--- config.mk ---
export PLATFORM = sky130hd
export DESIGN_NAME = spi_slave_mem_flat
export DESIGN_NICKNAME = d
export VERILOG_FILES = /design/src/rtl/spi_pkg.sv /design/src/rtl/spi_slave_mem_if.sv /design/src/rtl/spi_sync_edge.sv /design/src/rtl/spi_slave_mem.sv /design/src/flat_wrapper.sv
export SDC_FILE = /design/constraint.sdc
export NUM_CORES = 1
export LEC_CHECK = 0
export ABC_AREA = 1
export CAP_MARGIN = 25
export CORE_ASPECT_RATIO = 0.75
export CORE_MARGIN = 2
export CORE_UTILIZATION = 55
export DETAILED_ROUTE_END_ITERATION = 8
export PLACE_DENSITY = 0.68
export SYNTH_ARGS = -nofsm -noshare
export SYNTH_HDL_FRONTEND = slang
export SYNTH_SLANG_ARGS = --single-unit
--- constraint.sdc ---
create_clock -name clk -period 2.7 [get_ports clk]
set_clock_uncertainty 0.05 [all_clocks]
set_input_delay 0.27 -clock clk [delete_from_list [all_inputs] [get_ports clk]]
set_output_delay 0.27 -clock clk [all_outputs]
set_load 0.005 [all_outputs]
--- src/rtl/spi_pkg.sv ---
// Shared constants for the SPI slave register memory: widths, FSM state codes
// and protocol constants. Imported by the interface, sub-module and top.
package spi_pkg;

  localparam int unsigned ADDR_W      = 7;
  localparam int unsigned DATA_W      = 8;
  localparam int unsigned SYNC_STAGES = 2;
  localparam int unsigned SPI_BYTE    = 8;
  localparam int unsigned CNT_W       = $clog2(SPI_BYTE);
  localparam int unsigned ST_W        = 3;

  localparam logic RW_READ = 1'b1;

  // FSM state codes
  localparam logic [ST_W-1:0] IDLE      = 3'd0;
  localparam logic [ST_W-1:0] CMD       = 3'd1;
  localparam logic [ST_W-1:0] RD_LOAD   = 3'd2;
  localparam logic [ST_W-1:0] RD_SHIFT  = 3'd3;
  localparam logic [ST_W-1:0] WR_SHIFT  = 3'd4;
  localparam logic [ST_W-1:0] WR_COMMIT = 3'd5;
  localparam logic [ST_W-1:0] DONE      = 3'd6;

endpackage

--- src/rtl/spi_slave_mem_if.sv ---
// SPI pad signals plus the write/frame status outputs of the slave.
//   master : drives sclk/cs/mosi, observes everything else
//   slave  : consumes sclk/cs/mosi, drives miso/miso_oe/frame_done/wr_*
interface spi_slave_mem_if #(
  parameter int unsigned ADDR_W = spi_pkg::ADDR_W,
  parameter int unsigned DATA_W = spi_pkg::DATA_W
);
  logic              sclk;
  logic              cs;
  logic              mosi;
  logic              miso;
  logic              miso_oe;
  logic              frame_done;
  logic              wr_strobe;
  logic [ADDR_W-1:0] wr_addr;
  logic [DATA_W-1:0] wr_data;

  modport master (
    output sclk, cs, mosi,
    input  miso, miso_oe, frame_done, wr_strobe, wr_addr, wr_data
  );

  modport slave (
    input  sclk, cs, mosi,
    output miso, miso_oe, frame_done, wr_strobe, wr_addr, wr_data
  );
endinterface

--- src/rtl/spi_sync_edge.sv ---
// Multi-flop synchronizer for one asynchronous input with registered edge
// pulses taken from the last two synchronized samples.
//   clk, rst_n : block clock, async active-low reset
//   d          : asynchronous input
//   q          : synchronized level
//   rise, fall : one-cycle edge pulses, SYNC_STAGES+1 cycles after the pad edge
module spi_sync_edge #(
  parameter int unsigned SYNC_STAGES = 2,
  parameter logic        RST_VAL     = 1'b0
) (
  input  logic clk,
  input  logic rst_n,
  input  logic d,
  output logic q,
  output logic rise,
  output logic fall
);

  logic [SYNC_STAGES-1:0] sync_q;
  logic                   prev_q;

  always_ff @(posedge clk or negedge rst_n) begin
    if (!rst_n) begin
      sync_q <= {SYNC_STAGES{RST_VAL}};
      prev_q <= RST_VAL;
      rise   <= 1'b0;
      fall   <= 1'b0;
    end else begin
      sync_q <= {sync_q[SYNC_STAGES-2:0], d};
      prev_q <= sync_q[SYNC_STAGES-1];
      rise   <= sync_q[SYNC_STAGES-1] & ~prev_q;
      fall   <= ~sync_q[SYNC_STAGES-1] & prev_q;
    end
  end

  assign q = sync_q[SYNC_STAGES-1];

endmodule

--- src/rtl/spi_slave_mem.sv ---
// SPI mode-0 slave with a 2^ADDR_W x DATA_W register memory. Byte 0 of a
// frame is {addr, rw}; byte 1 is written to memory or the addressed byte is
// shifted back out on miso.
//   clk, rst_n : block clock, async active-low reset
//   bus        : slave modport (sclk/cs/mosi in; miso, miso_oe, frame_done,
//                wr_strobe, wr_addr, wr_data out)
module spi_slave_mem
  import spi_pkg::*;
#(
  parameter int unsigned SYNC_STAGES = spi_pkg::SYNC_STAGES
) (
  input logic             clk,
  input logic             rst_n,
  spi_slave_mem_if.slave  bus
);

  localparam logic [CNT_W-1:0] LAST_BIT = CNT_W'(SPI_BYTE - 1);

  logic sclk_rise, sclk_fall, cs_s, mosi_s;
  logic sclk_q_unused, cs_rise_unused, cs_fall_unused;
  logic mosi_rise_unused, mosi_fall_unused;

  // cs idles high, so its synchronizer resets deasserted
  spi_sync_edge #(.SYNC_STAGES(SYNC_STAGES), .RST_VAL(1'b0)) u_sync_sclk (
    .clk(clk), .rst_n(rst_n), .d(bus.sclk),
    .q(sclk_q_unused), .rise(sclk_rise), .fall(sclk_fall));
  spi_sync_edge #(.SYNC_STAGES(SYNC_STAGES), .RST_VAL(1'b1)) u_sync_cs (
    .clk(clk), .rst_n(rst_n), .d(bus.cs),
    .q(cs_s), .rise(cs_rise_unused), .fall(cs_fall_unused));
  spi_sync_edge #(.SYNC_STAGES(SYNC_STAGES), .RST_VAL(1'b0)) u_sync_mosi (
    .clk(clk), .rst_n(rst_n), .d(bus.mosi),
    .q(mosi_s), .rise(mosi_rise_unused), .fall(mosi_fall_unused));

  logic [ST_W-1:0]   state_q, state_d;
  logic [CNT_W-1:0]  cnt_q, cnt_d;
  logic [DATA_W-1:0] sh_q, sh_d;
  logic [ADDR_W-1:0] addr_q, addr_d;
  logic              miso_q, miso_d;
  logic              oe_q, oe_d;
  logic              done_q, done_d;
  logic              strobe_q, strobe_d;
  logic [ADDR_W-1:0] waddr_q, waddr_d;
  logic [DATA_W-1:0] wdata_q, wdata_d;

  logic [DATA_W-1:0] mem [2**ADDR_W];
  logic [DATA_W-1:0] rd_byte_c;

  assign rd_byte_c = mem[addr_q];

  // Memory array: no reset, written only in WR_COMMIT
  always_ff @(posedge clk) begin
    if (state_q == WR_COMMIT) mem[addr_q] <= sh_q;
  end

  // State and output registers
  always_ff @(posedge clk or negedge rst_n) begin
    if (!rst_n) begin
      state_q  <= IDLE;
      cnt_q    <= '0;
      sh_q     <= '0;
      addr_q   <= '0;
      miso_q   <= 1'b0;
      oe_q     <= 1'b0;
      done_q   <= 1'b0;
      strobe_q <= 1'b0;
      waddr_q  <= '0;
      wdata_q  <= '0;
    end else begin
      state_q  <= state_d;
      cnt_q    <= cnt_d;
      sh_q     <= sh_d;
      addr_q   <= addr_d;
      miso_q   <= miso_d;
      oe_q     <= oe_d;
      done_q   <= done_d;
      strobe_q <= strobe_d;
      waddr_q  <= waddr_d;
      wdata_q  <= wdata_d;
    end
  end

  // Next-state and next-output logic
  always_comb begin
    state_d  = state_q;
    cnt_d    = cnt_q;
    sh_d     = sh_q;
    addr_d   = addr_q;
    miso_d   = miso_q;
    oe_d     = oe_q;
    done_d   = 1'b0;
    strobe_d = 1'b0;
    waddr_d  = waddr_q;
    wdata_d  = wdata_q;

    case (state_q)
      IDLE: begin
        cnt_d  = '0;
        oe_d   = 1'b0;
        miso_d = 1'b0;
        if (!cs_s) state_d = CMD;
      end
      CMD: begin
        if (sclk_rise) begin
          sh_d  = {sh_q[DATA_W-2:0], mosi_s};
          cnt_d = cnt_q + CNT_W'(1);
          // on the 8th bit sh_q already holds the address, mosi_s is rw
          if (cnt_q == LAST_BIT) begin
            addr_d  = sh_q[ADDR_W-1:0];
            state_d = (mosi_s == RW_READ) ? RD_LOAD : WR_SHIFT;
          end
        end
      end
      RD_LOAD: begin
        sh_d    = rd_byte_c;
        state_d = RD_SHIFT;
      end
      RD_SHIFT: begin
        if (sclk_fall) begin
          miso_d = sh_q[DATA_W-1];
          sh_d   = {sh_q[DATA_W-2:0], 1'b0};
          oe_d   = 1'b1;
        end else if (sclk_rise) begin
          cnt_d = cnt_q + CNT_W'(1);
          if (cnt_q == LAST_BIT) begin
            done_d  = 1'b1;
            oe_d    = 1'b0;
            miso_d  = 1'b0;
            state_d = DONE;
          end
        end
      end
      WR_SHIFT: begin
        if (sclk_rise) begin
          sh_d  = {sh_q[DATA_W-2:0], mosi_s};
          cnt_d = cnt_q + CNT_W'(1);
          if (cnt_q == LAST_BIT) state_d = WR_COMMIT;
        end
      end
      WR_COMMIT: begin
        strobe_d = 1'b1;
        waddr_d  = addr_q;
        wdata_d  = sh_q;
        done_d   = 1'b1;
        state_d  = DONE;
      end
      DONE: begin
        oe_d   = 1'b0;
        miso_d = 1'b0;
      end
      default: state_d = IDLE;
    endcase

    // cs release aborts; WR_COMMIT has already seen all 16 bits and finishes
    if (cs_s && (state_q != IDLE) && (state_q != WR_COMMIT)) begin
      state_d = IDLE;
      cnt_d   = '0;
      oe_d    = 1'b0;
      miso_d  = 1'b0;
      done_d  = 1'b0;
    end
  end

  assign bus.miso       = miso_q;
  assign bus.miso_oe    = oe_q;
  assign bus.frame_done = done_q;
  assign bus.wr_strobe  = strobe_q;
  assign bus.wr_addr    = waddr_q;
  assign bus.wr_data    = wdata_q;

endmodule

--- src/flat_wrapper.sv ---
// flat-port wrapper written by rule: the top's interface ports become plain ports
module spi_slave_mem_flat import spi_pkg::*;
#(
  parameter int unsigned SYNC_STAGES = spi_pkg::SYNC_STAGES
)
  (clk, rst_n, bus_sclk, bus_cs, bus_mosi, bus_miso, bus_miso_oe, bus_frame_done, bus_wr_strobe, bus_wr_addr, bus_wr_data);
  spi_slave_mem_if bus_i ();
  input logic clk;
  input logic rst_n;
  input wire logic [$bits(bus_i.sclk)-1:0] bus_sclk;
  input wire logic [$bits(bus_i.cs)-1:0] bus_cs;
  input wire logic [$bits(bus_i.mosi)-1:0] bus_mosi;
  output wire logic [$bits(bus_i.miso)-1:0] bus_miso;
  output wire logic [$bits(bus_i.miso_oe)-1:0] bus_miso_oe;
  output wire logic [$bits(bus_i.frame_done)-1:0] bus_frame_done;
  output wire logic [$bits(bus_i.wr_strobe)-1:0] bus_wr_strobe;
  output wire logic [$bits(bus_i.wr_addr)-1:0] bus_wr_addr;
  output wire logic [$bits(bus_i.wr_data)-1:0] bus_wr_data;
  assign bus_i.sclk = bus_sclk;
  assign bus_i.cs = bus_cs;
  assign bus_i.mosi = bus_mosi;
  assign bus_miso = bus_i.miso;
  assign bus_miso_oe = bus_i.miso_oe;
  assign bus_frame_done = bus_i.frame_done;
  assign bus_wr_strobe = bus_i.wr_strobe;
  assign bus_wr_addr = bus_i.wr_addr;
  assign bus_wr_data = bus_i.wr_data;
  spi_slave_mem #(.SYNC_STAGES(SYNC_STAGES)) u_core (.clk(clk), .rst_n(rst_n), .bus(bus_i));
endmodule
==> impl_results.md <==
- Status: finished, final reports clean
- RR Endpoint: u_core.sh_q[1]
- CTS root buffer: clkbuf_16
- Worst Path Max Fanout: 30
- Largest net degree at the start of global routing: 130
- Initial antenna violation count: 0
- Fin nets: 3838
- DR vias/cell: 5.75
- Critical path class: flop to flop
- R2R Setup Slk: 0.05 ns
- Vias in the first global route: 26.4k
- Register Area: 0.0320 mm^2
- Syn Nets: 3612
- Area grow syn2layout: 15.5%
- Number of flops mapped to enable cells by yosys: 1024
- Fillers: 5851
- Min-delay worst type: input pin to async pin
- DP Wirelength: 68600 um
- CTS tree: built
- CTS buffer count: 99
- DRT iter0 DRCs: 4293
- Clock sinks: 1073
- Final Cycle Share: 98.3%
- Worst-skew pair later-pin latency: 0.67 ns
- Gr usage total: 27.6%
- Power Dens Cells: 787 mW/mm^2
- I/O pin count: 24
- Cell Rows: 89
- Worst Hold Margin: 0.188 ns
- First-pass DRT Iterations: 6
- Area of the multi-input gates: 0.00966 mm^2
- Sequential-to-total area share from yosys stat: 73.9%
- Via count: 28.5k
- Worst-Margin Slew: 0.933 ns
- Synth Instances: 3605
- Total Wirelength: 112000 um
- Drt wl/cell: 22.6 um
- Setup violators final: 0
- H-tree depth: 3
- Clk slew on worst S/H paths: 0.07 ns
- Synthesis Warnings: 0
- Max Slew Vio Count: 0
- Worst EP arrival: 3.17 ns
- #FFs+latches synth: 1073
- Chip Height: 247 um
- Post-route ant nets: 0
- Commonest non-fill, non-tap cell in the layout: edfxtp_1
- First-pass GRT wire length: 166000 um
- Synth Cell Area: 0.0433 mm^2
- Async S/R FF share, synth: 4.57%
- Hold Vio Cnt, Final: 0
- RSZ-0062 raised after global routing: yes
- Leakage power: 18.1 nW
- Commonest cells after routing, fill and taps aside: edfxtp_1, nor2_1, nand2_1
- Achievable Freq: 0.377 GHz
- Core Region: 0.0783 mm^2
- Global route overflow: 0
- Netlist cell types: 30
- Routability Congestion: 0.909
- Worst path required time: 3.22 ns
- IO buf count: 23
- TNS Setup: 0 ns
- Critical Path End Type: flop
- # Max-Cap Violations: 0
- Drt drc: 0
- Die X: 328 um
- CTS max path bufs: 3
- Slew margin rel.: 37.5%
- Minimum clock period: 2.65 ns
- Mean Syn Cell Area: 12.0 um^2
- Die area: 0.0810 mm^2
- FF-to-FF path depth: 13
- Worst setup SP type: flop
- Starting density of the core: 55.3%
- Layout cells sized above 1: 13.9%
- Worst R2R Start: u_core.addr_q[0]
- Main synth FF type: edfxtp_1
- Worst IR Drop VDD: 0.000675 V
- # diodes: 0
==> registers in the layout (all words and copies together) (netlist names) <==
name and count:
u_core.mem 1024, u_core.bus.miso_oe 1, u_core.cnt_q 3, u_core.u_sync_sclk.fall 1, u_core.bus.wr_addr 7, u_core.u_sync_mosi.sync_q 2, u_core.bus.wr_strobe 1, u_core.bus.miso 1
u_core.u_sync_sclk.rise 1, u_core.addr_q 7, u_core.u_sync_sclk.prev_q 1, u_core.u_sync_cs.sync_q 2, u_core.bus.wr_data 8, u_core.bus.frame_done 1, u_core.state_q 3, u_core.u_sync_sclk.sync_q 2
u_core.sh_q 8
==> routing by layer <==
layer | share of wire [%] | track usage (%)
met5 | 0 | 0
met4 | 2.4 | 7.39
met3 | 11 | 6.35
met2 | 45 | 41.5
met1 | 42 | 40.8
==> cells in the mapped netlist, types with 11 or more instances <==
library cell  instances  area share (%)
buf_2               105             1.2
dfrtp_1              47             2.7
nand3_1              74            0.86
o22ai_1              31            0.45
o21ai_0             380             4.4
a21oi_1              19            0.22
inv_1               192             1.7
edfxtp_1           1024              71
nand2_1             406             3.5
or2_2                66            0.95
clkbuf_1             71            0.62
o211ai_1            117             2.0
buf_6                11            0.29
nor2_1              861             7.5
o21ai_1             162             1.9
==> worst max-delay path by stage <==
stage	depth (start not counted)	from	end	slack [ns]
floorplan	5	u_core.addr_q[0]	u_core.mem[90][0]	0.31
global placement	15	u_core.addr_q[0]	u_core.sh_q[4]	-0.04
detailed placement	6	u_core.addr_q[0]	u_core.mem[124][4]	-0.07
CTS	13	u_core.addr_q[0]	u_core.sh_q[3]	0.05
global route	13	u_core.addr_q[0]	u_core.sh_q[4]	-0.04
finish	13	u_core.addr_q[0]	u_core.sh_q[1]	0.05
==> per-stage QoR <==
step / worst slack, ns / area (um^2) / utilization (%) / std cells / power [W]
after CTS: 0.0537 / 49800 / 63.7 / 4957 / 0.0394
final: 0.0466 / 50000 / 63.8 / 4960 / 0.0393
after global routing: -0.0378 / 50000 / 63.8 / 4960 / 0.0404
after floorplan: 0.312 / 43300 / - / 3605 / 0.0233
after detailed placement: -0.0703 / 46600 / 59.5 / 4769 / 0.0258
after global placement: -0.0411 / 46600 / 59.5 / 4769 / 0.0257
==> worst max-delay path, stage by stage (launching register included) <==
cell     delay, ns
dfrtp_4       0.55
buf_12        0.20
buf_12        0.20
buf_4         0.15
o21ai_0       0.22
o21ai_0       0.13
nor2_1        0.24
nor2_1        0.07
nor2_1        0.13
nand2_1       0.07
nand2_1       0.20
nand3_1       0.12
o21ai_1       0.14
nand2_1       0.06
==> kinds of logic after synthesis <==
group / count (synthesis) / synth area share [%]
and+or+nand+nor: 1424 / 13.0
DFF: 1073 / 73.9
AOI/OAI and AO/OA: 712 / 9.02
buffers and inverters: 394 / 3.98
adders and majority gates: 2 / 0.0578
==> power by group <==
group / switching [W] / total, W / internal (W)
Clock: 0.00603 / 0.0138 / 0.00777
Sequential: 0.000766 / 0.0215 / 0.0207
Combinational: 0.00318 / 0.00403 / 0.000848
Total: 0.00998 / 0.0393 / 0.0293
==> final cells by class <==
class	count	area share, %
Timing Repair Buffer	321	6.07
Clock buffer	124	5.34
Inverter	198	1.50
Sequential cell	1073	64.1
Clock inverter	60	1.04
Tap cell	1046	2.62
Multi-Input combinational cell	2138	19.3
==> repair_timing <==
item,in CTS,in global routing
endpoints found under the hold margin,28,0
resized for setup,4,22
setup buffers,0,2
pin swaps,0,2
gates cloned,0,1
setup endpoints to repair,25,26
hold buffers,4,0
(Power assumes the default switching activity.)
